===== src/rtl/spi_ctrl_pkg.sv =====
// Shared definitions for the SPI frame-level register controller.
//   state_t      : controller FSM states
//   CMD_*_BIT    : bit positions inside the command byte
//   TX_IDLE_BYTE : byte presented to the SPI reader when no read is in progress
package spi_ctrl_pkg;

    typedef enum logic [1:0] {
        IDLE    = 2'd0,
        WRITE   = 2'd1,
        READ    = 2'd2,
        DISCARD = 2'd3
    } state_t;

    localparam int CMD_WRITE_BIT = 7;
    localparam int CMD_INC_BIT   = 6;

    localparam logic [7:0] TX_IDLE_BYTE = 8'hFF;

endpackage


===== src/rtl/spi_frame_timer.sv =====
// Inactivity timer that recovers frame boundaries on a link with no chip select.
// Ports:
//   clk     : system clock
//   rst     : synchronous active-low reset
//   clear   : restart the count (a byte was received)
//   enable  : count while a frame is open; the count is held at zero otherwise
//   expired : high during the cycle in which the count sits at TIMEOUT_CYCLES-1
module spi_frame_timer #(
    parameter int TIMEOUT_CYCLES = 1024
) (
    input  logic clk,
    input  logic rst,
    input  logic clear,
    input  logic enable,
    output logic expired
);

    localparam int CW = (TIMEOUT_CYCLES > 1) ? $clog2(TIMEOUT_CYCLES) : 1;
    localparam logic [CW-1:0] LAST_COUNT = CW'(TIMEOUT_CYCLES - 1);

    logic [CW-1:0] count_reg;

    always_ff @(posedge clk) begin
        if (!rst) begin
            count_reg <= '0;
        end else if (clear || !enable) begin
            count_reg <= '0;
        end else if (count_reg != LAST_COUNT) begin
            count_reg <= count_reg + 1'b1;
        end
    end

    assign expired = enable && (count_reg == LAST_COUNT);

endmodule


===== src/rtl/spi_register_controller.sv =====
// Frame-level controller behind the byte-oriented SPI reader. Decodes the first
// byte of each frame as a command and then performs single or burst writes /
// reads against an external register bank with a one-cycle synchronous read.
// Ports:
//   clk, rst      : clock, synchronous active-low reset
//   rx_data       : received byte, qualified by the one-cycle rx_valid pulse
//   tx_data       : byte offered to the SPI reader for the next transfer
//   reg_wr_en     : one-cycle write strobe with reg_addr / reg_wr_data
//   reg_addr      : register address for both reads and writes
//   reg_rd_data   : register read data, valid one cycle after reg_addr changes
//   frame_active  : high while a frame is open
//   error         : sticky flag for a command with an out-of-range address
module spi_register_controller
    import spi_ctrl_pkg::*;
#(
    parameter int NUM_REGS       = 16,
    parameter int ADDR_W         = 4,
    parameter int TIMEOUT_CYCLES = 1024
) (
    input  logic              clk,
    input  logic              rst,
    input  logic [7:0]        rx_data,
    input  logic              rx_valid,
    output logic [7:0]        tx_data,
    output logic              reg_wr_en,
    output logic [ADDR_W-1:0] reg_addr,
    output logic [7:0]        reg_wr_data,
    input  logic [7:0]        reg_rd_data,
    output logic              frame_active,
    output logic              error
);

    localparam logic [ADDR_W:0]   NUM_REGS_L = (ADDR_W + 1)'(NUM_REGS);
    localparam logic [ADDR_W-1:0] LAST_ADDR  = ADDR_W'(NUM_REGS - 1);

    state_t            state_reg, state_next;
    logic [ADDR_W-1:0] addr_reg, addr_next;
    logic              inc_reg, inc_next;
    logic              wr_en_reg, wr_en_next;
    logic [7:0]        wr_data_reg, wr_data_next;
    logic [7:0]        tx_reg, tx_next;
    logic              error_reg, error_next;
    // Read fetch pipeline: bit0 = address just loaded, bit1 = read data valid now.
    logic [1:0]        fetch_reg, fetch_next;

    logic [ADDR_W-1:0] cmd_addr;
    logic              cmd_addr_ok;
    logic              timer_expired;
    logic              unused_cmd_bits;

    assign cmd_addr        = rx_data[ADDR_W-1:0];
    assign cmd_addr_ok     = ({1'b0, cmd_addr} < NUM_REGS_L);
    // Command bits between the address field and bit 6 carry no meaning.
    assign unused_cmd_bits = ^rx_data;

    function automatic logic [ADDR_W-1:0] wrap_inc(input logic [ADDR_W-1:0] a);
        return (a == LAST_ADDR) ? '0 : a + 1'b1;
    endfunction

    spi_frame_timer #(
        .TIMEOUT_CYCLES(TIMEOUT_CYCLES)
    ) u_timer (
        .clk    (clk),
        .rst    (rst),
        .clear  (rx_valid),
        .enable (state_reg != IDLE),
        .expired(timer_expired)
    );

    always_ff @(posedge clk) begin
        if (!rst) begin
            state_reg   <= IDLE;
            addr_reg    <= '0;
            inc_reg     <= 1'b0;
            wr_en_reg   <= 1'b0;
            wr_data_reg <= '0;
            tx_reg      <= TX_IDLE_BYTE;
            error_reg   <= 1'b0;
            fetch_reg   <= '0;
        end else begin
            state_reg   <= state_next;
            addr_reg    <= addr_next;
            inc_reg     <= inc_next;
            wr_en_reg   <= wr_en_next;
            wr_data_reg <= wr_data_next;
            tx_reg      <= tx_next;
            error_reg   <= error_next;
            fetch_reg   <= fetch_next;
        end
    end

    always_comb begin
        state_next   = state_reg;
        addr_next    = addr_reg;
        inc_next     = inc_reg;
        wr_en_next   = 1'b0;
        wr_data_next = wr_data_reg;
        tx_next      = tx_reg;
        error_next   = error_reg;
        fetch_next   = {fetch_reg[0], 1'b0};

        // Burst writes step the address in the cycle after the strobe so the
        // strobe itself always carries the address the byte was meant for.
        if (wr_en_reg && inc_reg) begin
            addr_next = wrap_inc(addr_reg);
        end

        if (state_reg == READ && fetch_reg[1]) begin
            tx_next = reg_rd_data;
        end

        unique case (state_reg)
            IDLE: begin
                tx_next = TX_IDLE_BYTE;
                if (rx_valid) begin
                    inc_next = rx_data[CMD_INC_BIT];
                    if (!cmd_addr_ok) begin
                        state_next = DISCARD;
                        error_next = 1'b1;
                    end else if (rx_data[CMD_WRITE_BIT]) begin
                        state_next = WRITE;
                        addr_next  = cmd_addr;
                    end else begin
                        state_next    = READ;
                        addr_next     = cmd_addr;
                        fetch_next[0] = 1'b1;
                    end
                end
            end
            WRITE: begin
                if (rx_valid) begin
                    wr_en_next   = 1'b1;
                    wr_data_next = rx_data;
                end else if (timer_expired) begin
                    state_next = IDLE;
                end
            end
            READ: begin
                if (rx_valid) begin
                    if (inc_reg) begin
                        addr_next = wrap_inc(addr_reg);
                    end
                    fetch_next[0] = 1'b1;
                end else if (timer_expired) begin
                    state_next = IDLE;
                    tx_next    = TX_IDLE_BYTE;
                    fetch_next = '0;
                end
            end
            DISCARD: begin
                if (!rx_valid && timer_expired) begin
                    state_next = IDLE;
                end
            end
            default: begin
                state_next = IDLE;
            end
        endcase
    end

    assign tx_data      = tx_reg;
    assign reg_wr_en    = wr_en_reg;
    assign reg_addr     = addr_reg;
    assign reg_wr_data  = wr_data_reg;
    assign frame_active = (state_reg != IDLE);
    assign error        = error_reg;

endmodule


===== config.mk =====
export PLATFORM = sky130hd
export DESIGN_NAME = spi_register_controller
export DESIGN_NICKNAME = d
export VERILOG_FILES = /design/src/rtl/spi_ctrl_pkg.sv /design/src/rtl/spi_frame_timer.sv /design/src/rtl/spi_register_controller.sv
export SDC_FILE = /design/constraint.sdc
export NUM_CORES = 1
export LEC_CHECK = 0
export ABC_AREA = 1
export ABC_CLOCK_PERIOD_IN_PS = 1600
export CORE_ASPECT_RATIO = 0.75
export CORE_UTILIZATION = 49
export CTS_CLUSTER_SIZE = 12
export DETAILED_ROUTE_END_ITERATION = 10
export PLACE_DENSITY = 0.79
export SLEW_MARGIN = 20
export SYNTH_ARGS = -nofsm -noshare
export SYNTH_HDL_FRONTEND = slang
export SYNTH_SLANG_ARGS = --single-unit

===== constraint.sdc =====
create_clock -name clk -period 1.6 [get_ports clk]
set_input_delay 0.24 -clock clk [delete_from_list [all_inputs] [get_ports clk]]
set_output_delay 0.24 -clock clk [all_outputs]
set_load 0.05 [all_outputs]

==> impl_metrics.ini, run 1 <==
[die]
core_um2 = 3400
std_cell_rows = 18
die_w_um = 71.9
start_util_pct = 52.8
boundaryPins = 42
die_h_um = 54.4
dieArea_um2 = 3910

[grt]
grt_max_degree = 13
grt_pass1_wl_mm = 6.57
grt-ovfl-total = 0
antenna_found_initial = 0
track_usage_pct = 22.6
grt_pass1_vias = 1491

[critical_path]
end_kind = output pin
reg2reg_depth = 8
cp.arrival_ns = 1.30
crit_type = reg2out
critPathMaxFanout = 4
cp.required_ns = 1.36
rrSetupSlack_ns = 0.15
reg2reg_from = state_reg[0]$_SDFFE_PN0P_
reg2reg_to = state_reg[0]$_SDFFE_PN0P_
startpoint_type = register

[cells_and_area]
final_common_cell = nand2_1
syn2layout_area_growth_pct = 32.6
postLayoutCellArea_um2 = 2380
fin_cells = 351
antennaDiodeCount = 0
layout-drive-gt1-share_pct = 19.6
final_cell_mix = nand2_1, nor2_1, dfxtp_1
multi_input_area_um2 = 958
largest_reg_flops = 10
fin_util_pct = 70.0
nFillCells = 303
seqCellArea_um2 = 722
nets = 327

[placed_design]
place_area_um2 = 2260
routabilityCongestion = 0.817
place_ws_ns = 0.0210
dp.cells = 344
numPortBuffers = 40
hpwl_mm = 3.00

[min_path]
min_to = fetch_reg[1]$_SDFF_PN0_
min_from = fetch_reg[0]$_SDFF_PN0_
hp-class = reg2reg
whs_path_depth = 2

[yosys]
synth_warnings = 0
yosysSeqAreaShare_pct = 40.1
synthTopCellsByArea = dfxtp_1, nand2_1, nor2_1
syn_nets = 275
netlist_area_um2 = 1800
synth_cells = 249
syn_area_per_cell_um2 = 7.21
ys_ff_latch = 36
yosysTopAreaCellShare_pct = 40.1
yosysUniqueCellTypes = 32
synth_top_area_cell = dfxtp_1

[power_and_ir_drop]
switching_share_pct = 39.4
switching_power_mw = 1.22
p_per_area_nw_per_um2 = 1300
leakagePower_nw = 1.15
power_frac_seq_pct = 35.4
p_comb_share_pct = 42.6
irDropWorstVdd_uv = 585
p_int_mw = 1.88
finalPower_mw = 3.10
p_clk_share_pct = 22.0

[clocking]
clk_pin_slew_ns = 0.07
ctsRootBufferMaster = clkbuf_8
post_cts_buffers = 0
htree_num_levels = 2
cts_buffers = 5
holdBufCountCts = 0
cts_sinks = 36
clk_latency_ns = 0.28
cts_tree = built
clk_path_buf_depth = 2

[drt]
wirelength_mm = 4.03
wl_per_cell_um = 11.5
dr.pass1.iters = 4
num_vias = 1751
ant_nets = 0
via_per_inst = 4.99
drc_errors = 0
dr.first_iter.drc_count = 95

[sta]
fin_crit_sh_pct = 96.2
tns_ns = 0
hold_violations = 0
skew_ns = 0.00251
rsz0062_at_grt = no
whs_ns = 0.481
finalSetupViolCount = 0
finalMaxSlewViolations = 0
postLayoutSetupSlackWorst_ns = 0.0613
max_freq_mhz = 650
layout_min_cycle_time_ns = 1.54

[job]
cap_violations = 0

[status]
outcome = completed
power groups by stage:
stage               combinational (mW)  sequential (mW)  clock [mW]
finish                            1.32             1.10       0.683
global route                      1.45             1.12       0.746
CTS                               1.31             1.10       0.711
detailed placement                1.29             1.12           0
global placement                  1.27             1.11           0
floorplan                        0.625             1.36           0
layout make-up:
class / instances / area share [%]
Tap cell: 50 / 2.63
Clock buffer: 7 / 4.05
Timing Repair Buffer: 49 / 17.9
Multi-Input combinational cell: 179 / 40.3
Sequential cell: 36 / 30.3
Inverter: 30 / 4.89
repair_timing:
item / CTS / global route
resized for setup: 2 / 6
endpoints found under the setup margin: 1 / 14
cloned: 0 / 0
pin swaps: 0 / 1
worst max-delay path, cell delays in order, from the launching register on:
cell	delay, ns
dfxtp_1	0.33
inv_2	0.11
ha_4	0.19
clkinvlp_4	0.09
buf_4	0.15
buf_12	0.14
layer usage:
layer  wire [um]  up-vias  global-route usage [%]
li1            -      910                       -
met1        1980      783                    28.8
met2        1790       52                    35.5
met3         204        6                    6.81
met4          57        0                    10.8
met5           0        -                       0
synthesized netlist by cell type, drive strengths merged:
cell and number:
o21ai 16, buf 4, nor2 42, inv 30
nor3 1, nand4 9, a2111oi 1, nand3 21
a22oi 1, o21a 2, a21oi 9, conb 1
xnor2 1, a21boi 1, or2 3, a211oi 1
mux2i 1, nand2 57, ha 7, xor2 1
dfxtp 36, a31oi 3, o21bai 1
cell families after synthesis:
logic type / after synthesis / synth area share (%)
xor gates and xnor gates: 2 / 0.976
and+or+nand+nor: 133 / 34.0
muxes: 1 / 0.558
AOI/OAI and AO/OA: 35 / 11.2
DFF: 36 / 40.1
buffers and inverters: 34 / 8.01
other: 1 / 0.209
adders and majority gates: 7 / 4.88
how the worst max path moves through the flow:
stage	startpoint	to	slack [ns]	depth (start not counted)
final	state_reg[0]$_SDFFE_PN0P_	frame_active	0.06	5
after global routing	u_timer.count_reg[0]$_SDFFE_PP0P_	state_reg[0]$_SDFFE_PN0P_	0.001	9
after CTS	state_reg[1]$_SDFFE_PN0P_	frame_active	0.02	5
after detailed placement	rx_valid	tx_data[0]$_SDFF_PN1_	0.02	6
after global placement	rx_valid	tx_data[3]$_SDFF_PN1_	0.07	6
after floorplan	reg_addr[0]$_SDFF_PN0_	reg_addr[0]$_SDFF_PN0_	0.008	8
(Power assumes the default switching activity.)
==> run 2, diff against run 1 <==
--- a/config.mk
+++ b/config.mk
@@ -6,7 +6,7 @@
 export NUM_CORES = 1
 export LEC_CHECK = 0
 export ABC_AREA = 1
-export ABC_CLOCK_PERIOD_IN_PS = 1600
+export ABC_CLOCK_PERIOD_IN_PS = 1500
 export CORE_ASPECT_RATIO = 0.75
 export CORE_UTILIZATION = 49
 export CTS_CLUSTER_SIZE = 12
==> constraint.sdc (replaced) <==
create_clock -name clk -period 1.5 [get_ports clk]
set_input_delay 0.225 -clock clk [delete_from_list [all_inputs] [get_ports clk]]
set_output_delay 0.225 -clock clk [all_outputs]
set_load 0.05 [all_outputs]
==> impl_metrics.ini, run 2 (same netlist as run 1, synthesis figures left out) <==
[status]
outcome = completed

[sta]
hold_violations = 0
skew_ns = 0.00357
fin_crit_sh_pct = 96.3
finalSetupViolCount = 0
layout_min_cycle_time_ns = 1.44
max_freq_mhz = 692
finalMaxSlewViolations = 0

[die]
die_h_um = 54.4
boundaryPins = 42
dieArea_um2 = 3910
start_util_pct = 52.8
core_um2 = 3400
die_w_um = 71.9
std_cell_rows = 18

[drt]
dr.first_iter.drc_count = 97
wirelength_mm = 4.06
via_per_inst = 4.90
wl_per_cell_um = 11.3
ant_nets = 0
drc_errors = 0
num_vias = 1759
dr.pass1.iters = 4

[grt]
grt_pass1_vias = 1537
grt-ovfl-total = 0
grt_max_degree = 13
grt_pass1_wl_mm = 6.63
antenna_found_initial = 0
track_usage_pct = 22.6

[cells_and_area]
nFillCells = 287
largest_reg_flops = 10
final_common_cell = nand2_1
syn2layout_area_growth_pct = 37.5
fin_cells = 359
multi_input_area_um2 = 956
antennaDiodeCount = 0
final_cell_mix = nand2_1, nor2_1, buf_4
fin_util_pct = 72.6
nets = 334
seqCellArea_um2 = 727
layout-drive-gt1-share_pct = 24.6

[power_and_ir_drop]
irDropWorstVdd_uv = 792
p_per_area_nw_per_um2 = 1440
leakagePower_nw = 1.19

[job]
cap_violations = 0

[clocking]
ctsRootBufferMaster = clkbuf_8
cts_buffers = 5
cts_sinks = 36
clk_pin_slew_ns = 0.07
clk_latency_ns = 0.29
htree_num_levels = 2
holdBufCountCts = 0
clk_path_buf_depth = 2
cts_tree = built

[critical_path]
rrSetupSlack_ns = 0.09
crit_type = reg2out
startpoint_type = register
cpPeakStageDelay_ns = 0.35
cp.required_ns = 1.27
cp.arrival_ns = 1.22
critPathSlowestCell = dfxtp_2
critPathMaxFanout = 4
reg2reg_depth = 7
end_kind = output pin
crit_chain = inv_4, ha_4, clkinvlp_4, buf_4, buf_12

[placed_design]
dp.cells = 350
hpwl_mm = 2.99
routabilityCongestion = 0.812
numPortBuffers = 40

[min_path]
whs_path_depth = 2
hp-class = reg2reg
-- run 2: cell types whose count changed in the layout (fill, tap and decap cells not counted), moves of 2 or more --
| cell | before | now |
|---|---|---|
| inv_4 | 0 | 2 |
| nand2_2 | 3 | 6 |
| nand2_1 | 53 | 50 |
| dfxtp_1 | 35 | 31 |
| clkbuf_8 | 7 | 5 |
| inv_1 | 24 | 22 |
| buf_4 | 30 | 36 |
| dfxtp_2 | 1 | 5 |
-- run 2: layout make-up --
| class | instances | share of cell area [%] |
|---|---|---|
| clock buffers | 5 | 2.79 |
| repair buffers | 56 | 19.9 |
| flip-flops and latches | 36 | 29.4 |
| clock inverters | 3 | 1.72 |
| inverters | 30 | 4.92 |
| well taps | 50 | 2.53 |
| multi-input cells | 179 | 38.7 |
-- run 2: layer usage --
metal | vias up | part of all wire (%) | GRT usage, %
met5 | - | 0 | 0
met4 | 0 | 0.52 | 8.17
met3 | 2 | 6.2 | 6.81
met2 | 59 | 45 | 36.6
met1 | 773 | 48 | 29.0
li1 | 925 | - | -
-- run 2: path summary, 6_finish.rpt --
check	start	to
worst min register to register	fetch_reg[0]$_SDFF_PN0_	fetch_reg[1]$_SDFF_PN0_
worst max-delay path	state_reg[1]$_SDFFE_PN0P_	frame_active
worst min-delay path	fetch_reg[0]$_SDFF_PN0_	fetch_reg[1]$_SDFF_PN0_
worst max register to register	state_reg[1]$_SDFFE_PN0P_	state_reg[1]$_SDFFE_PN0P_
-- run 2: stage by stage --
| stage | worst slack, ns | hold WS, ns | power (mW) | cell area [um^2] | TNS, ns |
|---|---|---|---|---|---|
| floorplan | 0.0127 | 0.328 | 2.14 | 1820 | 0 |
| global placement | -0.00606 | 0.456 | 2.65 | 2330 | -0.00606 |
| detailed placement | -0.0223 | 0.449 | 2.66 | 2330 | -0.128 |
| CTS | 0.00144 | 0.470 | 3.54 | 2450 | 0 |
| global route | -0.00854 | 0.491 | 3.79 | 2470 | -0.00854 |
| finish | 0.0553 | 0.463 | 3.56 | 2470 | 0 |
-- run 2: worst max-delay path: cells and delay by family, from the launching register on --
kind | cells | cell delay (ns)
buffers and inverters | 4 | 0.44
flip-flops | 1 | 0.35
adder cells (fa/ha/maj) | 1 | 0.14
-- run 2: repair_timing --
action / CTS / global route
pin swaps: 1 / 4
endpoints found under the setup margin: 1 / 16
resized for setup: 2 / 12
setup buffers: 1 / 0
-- run 2: power by group --
group / switching, mW / internal [mW]
combinational: 0.922 / 0.606
clock: 0.357 / 0.492
sequential: 0.105 / 1.08
